--- src/rtl/mem_arbiter.sv ---
// rtl/mem_arbiter.sv - round-robin arbiter sharing one memory port between fetch and data requests
module mem_arbiter #(
    parameter int ADDR_W = 32,
    parameter int DATA_W = 32
) (
    input  logic              clk,
    input  logic              rst,
    input  logic              i_order,
    input  logic [ADDR_W-1:0] i_addr,
    output logic [DATA_W-1:0] i_data,
    output logic              i_done,
    input  logic              d_order,
    input  logic              d_we,
    input  logic [ADDR_W-1:0] d_addr,
    input  logic [DATA_W-1:0] d_wdata,
    output logic [DATA_W-1:0] d_rdata,
    output logic              d_done,
    output logic              m_req,
    output logic              m_we,
    output logic [ADDR_W-1:0] m_addr,
    output logic [DATA_W-1:0] m_wdata,
    input  logic [DATA_W-1:0] m_rdata,
    input  logic              m_ack
);

    typedef enum logic [1:0] {
        IDLE   = 2'd0,
        BUSY_I = 2'd1,
        BUSY_D = 2'd2
    } state_t;

    state_t            state;
    logic              i_pend;
    logic              d_pend;
    logic              d_we_q;
    logic              last_d;
    logic [ADDR_W-1:0] i_addr_q;
    logic [ADDR_W-1:0] d_addr_q;
    logic [DATA_W-1:0] d_wdata_q;
    logic              grant_d;

    // last_d records the winner of the most recent contended arbitration only
    assign grant_d = d_pend && (!i_pend || !last_d);

    always_ff @(posedge clk or posedge rst) begin
        if (rst) begin
            state     <= IDLE;
            i_pend    <= 1'b0;
            d_pend    <= 1'b0;
            d_we_q    <= 1'b0;
            last_d    <= 1'b0;
            i_addr_q  <= '0;
            d_addr_q  <= '0;
            d_wdata_q <= '0;
            m_req     <= 1'b0;
            m_we      <= 1'b0;
            m_addr    <= '0;
            m_wdata   <= '0;
            i_data    <= '0;
            d_rdata   <= '0;
            i_done    <= 1'b0;
            d_done    <= 1'b0;
        end else begin
            i_done <= 1'b0;
            d_done <= 1'b0;
            if (i_order && !i_pend) begin
                i_pend   <= 1'b1;
                i_addr_q <= i_addr;
            end
            if (d_order && !d_pend) begin
                d_pend    <= 1'b1;
                d_we_q    <= d_we;
                d_addr_q  <= d_addr;
                d_wdata_q <= d_wdata;
            end
            case (state)
                IDLE: begin
                    if (i_pend || d_pend) begin
                        state   <= grant_d ? BUSY_D : BUSY_I;
                        m_req   <= 1'b1;
                        m_addr  <= grant_d ? d_addr_q : i_addr_q;
                        m_we    <= grant_d & d_we_q;
                        m_wdata <= grant_d ? d_wdata_q : '0;
                        if (i_pend && d_pend)
                            last_d <= grant_d;
                    end
                end
                BUSY_I: begin
                    if (m_ack) begin
                        i_data <= m_rdata;
                        i_done <= 1'b1;
                        i_pend <= 1'b0;
                        m_req  <= 1'b0;
                        state  <= IDLE;
                    end
                end
                BUSY_D: begin
                    if (m_ack) begin
                        if (!d_we_q)
                            d_rdata <= m_rdata;
                        d_done <= 1'b1;
                        d_pend <= 1'b0;
                        m_req  <= 1'b0;
                        state  <= IDLE;
                    end
                end
                default: state <= IDLE;
            endcase
        end
    end

endmodule

--- config.mk ---
export PLATFORM = sky130hd
export DESIGN_NAME = mem_arbiter
export DESIGN_NICKNAME = d
export VERILOG_FILES = /design/src/rtl/mem_arbiter.sv
export SDC_FILE = /design/constraint.sdc
export NUM_CORES = 1
export LEC_CHECK = 0
export CORE_ASPECT_RATIO = 0.9
export CORE_MARGIN = 8
export CORE_UTILIZATION = 40
export DETAILED_ROUTE_END_ITERATION = 6
export GPL_ROUTABILITY_DRIVEN = 0
export HOLD_SLACK_MARGIN = 0.12
export PLACE_DENSITY = 0.7
export SLEW_MARGIN = 10
export SYNTH_ARGS = -nofsm -noshare
export SYNTH_HDL_FRONTEND = slang
export SYNTH_SLANG_ARGS = --single-unit
--- constraint.sdc ---
create_clock -name clk -period 8.96 [get_ports clk]
set_input_delay 1.792 -clock clk [delete_from_list [all_inputs] [get_ports clk]]
set_output_delay 1.792 -clock clk [all_outputs]
set_load 0.01 [all_outputs]
Word-level counts from Yosys, hierarchy flattened. Cells that the tools add are included.

Register bits after elaboration: 234. Bits of input ports: 134.

Equality and inequality tests: 4. Mux-type cells: 18. Bitwise logic cells: 2. Reduce and logical (&&, ||, !) cells: 18.

Operator list (count): $mux 32 (2); $mux 1 (11); $reduce_and 3->1 (3); $mux 2 (3); $reduce_and 2->1 (3); $logic_and 1x1->1 (4); $pmux 2 s2 (1); $logic_not 1->1 (3); $eq 2x1->1 const B (1); $eq 2x2->1 const B (1); $logic_not 2->1 (1); $logic_or 1x1->1 (2); $ne 2x1->1 const B (1); $ne 2x2->1 const B (1); $pmux 1 s2 (1); $reduce_bool 2->1 (1); $reduce_or 2->1 (1); $and 1x1->1 (1); $not 1->1 (1).

Logic depth before layout (Yosys ltp).
Word-level depth: 6. Mapped depth: 7. Mapped depth without buffers: 5.

Worst setup path after synthesis. Ideal clock, no wire load.

Kind: input-to-reg. From: input port m_ack. To: register d_rdata[20]. Setup time: 125 ps. Data arrival time: 2687 ps. Data required time: 8835 ps. Setup slack: 6148 ps. Stages on the path: 5. Buffers on the path: 2. Cell sequence: and2_1 > nand2b_1 > clkbuf_1 > buf_4 > mux2_2.

Longest elaborated chain between the ends: 1.

RTL lines: start: declaration (line 23) `input logic m_ack`; $reduce_and 3->1 (no line); end signal: assignment (line 100) `d_rdata <= m_rdata;`; end: declaration (line 16) `output logic [DATA_W-1:0] d_rdata,`.

No other way between the ends. A chain may end at the register's enable or synchronous reset.

Worst setup path in the final report.
From: input port d_order. To: register d_addr_q[8].

Longest elaborated chain between the ends: 1.

RTL lines: start: declaration (line 12) `input logic d_order,`; $logic_and 1x1->1 (line 70) `if (d_order && !d_pend) begin`; end signal: assignment (line 73) `d_addr_q <= d_addr;`; end: declaration (line 38) `logic [ADDR_W-1:0] d_addr_q;`.

No other way between the ends.

==> results.toml <==
[synthesis]
syn_area_per_cell_sq_um = 15.87
synth_seq_cells = 234
yosysUniqueCellTypes = 26
synth_area_leaders = "dfrtp_1 (65%), mux2_2 (20%), a221o_1 (3.6%)"
netlist_area_sq_mm = 0.008951
yosysWarnings = 0
ys_seq_area_share_pct = 65.42
synthCells = 564
syn_nets = 702
synth_top_area_share_pct = 65.42
yosys.area.top_type = "dfrtp_1"

[placed_design]
port_buffers = 265
dp_cells = 1097
place_ws_ns = 4.761
dpl_cell_area_sq_mm = 0.01183
hpwl_um = 15350

[clock_network]
cts_tree = "yes"
cts-resized-gates = 0
cts.sinks = 234
clk_latency_ns = 0.49
cts.reportedPaths.clkPinSlew_ns = 0.06
htreeDepth = 1
cts_buffers = 25
cts_hold_buf = 0
clockBufferDepth = 3
cts-root-buf = "clkbuf_16"
postCtsSetupRepairBufs = 0

[finish]
area_growth_pct = 41.05
stdcell_count = 1142
nFillCells = 1849
fin_nets = 965
drive_gt1_share_pct = 24.56
fin_area_sq_mm = 0.01263

[power_and_ir_drop]
p_clk_share_pct = 21.5
comb_power_share_pct = 38.7
p_per_area_mw_per_mm2 = 367.7
ir_worst_vdd_v = 0.0001591
seq_power_share_pct = 39.9
switching_power_uw = 1401
p_int_uw = 3241
switching_share_pct = 30.17
power.leakage_uw = 0.005384

[sta]
relSlewSlack_pct = 30.61
setup_violations = 0
fin_crit_sh_pct = 40.87
worst_hold_slack_ns = 0.4831
fin_worst_skew_ns = 0.005918
fmax_ghz = 0.2731
tns_ns = 0
worst_slack_ns = 5.298
tightest_slew_ns = 1.039
rsz0062_at_grt = "no"
drv_slew = 0
finalCriticalPeriod_ns = 3.662
hold_viol_final = 0

[die]
coreArea_sq_mm = 0.02225
initial_utilization_pct = 40.23
die_h_um = 157.9
die_area_sq_mm = 0.02743
boundaryPins = 266
rows = 52
die_w_um = 173.7

[critical_path]
worst-path-max-fanout = 36
setup.worst_path.class = "input pin to flip-flop"
worstPathArrival_ns = 4.04
cp.required_ns = 9.34
end_kind = "flip-flop"
start_kind = "input pin"

[routing]
drt-vias-per-instance = 4.960
first_iter_violations = 425
first_pass_iters = 4
wl_per_cell_um = 19.77
wl_um = 22580
vias = 5664
remaining_drc_errors = 0
antenna_left = 0

[global_routing]
grt_max_degree = 81
antenna_found_initial = 2
grt_pass1_wl_um = 35970
first_global_vias = 6076
track_usage_pct = 16.19
overflow = 0

[worst_hold_path]
holdCritPathClass = "flip-flop to flip-flop"

[run_status]
status = "finished, final reports clean"

[job]
maxCapViolations = 0
==> path summary, 6_finish.rpt <==
check                              startpoint          end  slack, ns  depth (start not counted)
worst max-delay path                  d_order  d_addr_q[8]       5.30                          4
worst min-delay path            d_wdata_q[24]  m_wdata[24]       0.48                          1
worst max register to register         d_pend  d_addr_q[8]       6.53                          3
worst min register to register  d_wdata_q[24]  m_wdata[24]       0.48                          1
max in group asynchronous                 rst  d_rdata[28]       5.77                          3
min in group asynchronous                 rst   d_rdata[2]       1.79                          2
==> cell type report <==
type,instances,area [sq um],share of cell area (%)
inverter,5,26.28,0.2081
clock buffer,36,706.9,5.599
clock inverter,7,88.84,0.7036
tap,297,371.6,2.943
multi-input combinational,288,2859,22.64
timing repair buffer,273,2713,21.48
antenna,2,5.005,0.03964
sequential,234,5856,46.38
==> power groups by stage <==
stage | combinational, uW | sequential, uW | clock [uW]
after detailed placement | 1830 | 1860 | 0
final | 1790 | 1850 | 996
after global routing | 1940 | 1920 | 1070
after floorplan | 910 | 1930 | 0
after global placement | 1780 | 1860 | 0
after CTS | 1830 | 1850 | 1030
==> sequential cells by signal, summed over array words and instances (netlist names), 2 cells and up <==
register   cells
m_wdata       32
i_data        32
d_addr_q      32
m_addr        32
state          2
d_wdata_q     32
d_rdata       32
i_addr_q      32
==> cell usage after synthesis <==
master / instances
a211oi_1: 1
a21oi_1: 2
a221o_1: 32
a22o_1: 34
and2_0: 5
and2_1: 28
and3_1: 2
buf_2: 18
buf_4: 4
buf_6: 10
clkbuf_1: 5
dfrtp_1: 234
ha_1: 4
inv_1: 5
mux2_1: 3
mux2_2: 158
nand2_1: 2
nand2b_1: 4
nand3_1: 1
nor2_1: 4
nor2b_1: 2
nor3b_1: 1
o21ai_0: 2
o21ai_2: 1
o31ai_1: 1
xnor2_1: 1
==> layout by cell type (no fill, tap or decap) <==
cell,count
clkdlybuf4s50_1,265
dfrtp_1,234
mux2_2,158
a22o_1,34
a221o_1,32
and2_1,28
clkbuf_16,25
buf_4,8
clkbuf_1,7
and2_0,5
inv_1,4
nand2b_1,4
nor2_1,4
ha_1,4
clkbuf_8,4
clkinv_2,4
mux2_1,3
diode_2,2
nor2b_4,2
nand2_1,2
o21ai_0,2
and3_1,2
bufinv_16,2
o21ai_4,1
a21oi_4,1
inv_8,1
nand3_1,1
xnor2_1,1
a21oi_1,1
a211oi_1,1
nor3b_1,1
o31ai_1,1
clkinv_4,1
==> worst max-delay path: stages <==
cell             delay, ns
clkdlybuf4s50_1       0.48
nor2b_4               0.74
buf_4                 0.57
mux2_2                0.39
==> through the flow <==
| stage | utilization [%] | power (uW) |
|---|---|---|
| final | 56.74 | 4642 |
| after global routing | 56.74 | 4928 |
| after CTS | 56.72 | 4713 |
| after detailed placement | 53.14 | 3690 |
| after global placement | 53.14 | 3639 |
| after floorplan | - | 2837 |
==> cell families after synthesis <==
family / after synthesis / synth area share, %
flops: 234 / 65.42
mux: 161 / 20.25
compound gates: 73 / 7.395
simple gates: 49 / 3.257
buf+inv: 42 / 3.019
fa+ha+maj: 4 / 0.5592
xor+xnor: 1 / 0.09787
==> per-layer routing <==
| layer | vias to the layer above | global-route usage (%) | share of wire, % |
|---|---|---|---|
| li1 | 2581 | - | - |
| met1 | 2870 | 22.27 | 45 |
| met2 | 175 | 25.22 | 46 |
| met3 | 38 | 3.696 | 5.5 |
| met4 | 0 | 5.043 | 2.6 |
| met5 | - | 0 | 0 |
No activity file was read; power rests on OpenSTA's default activity.
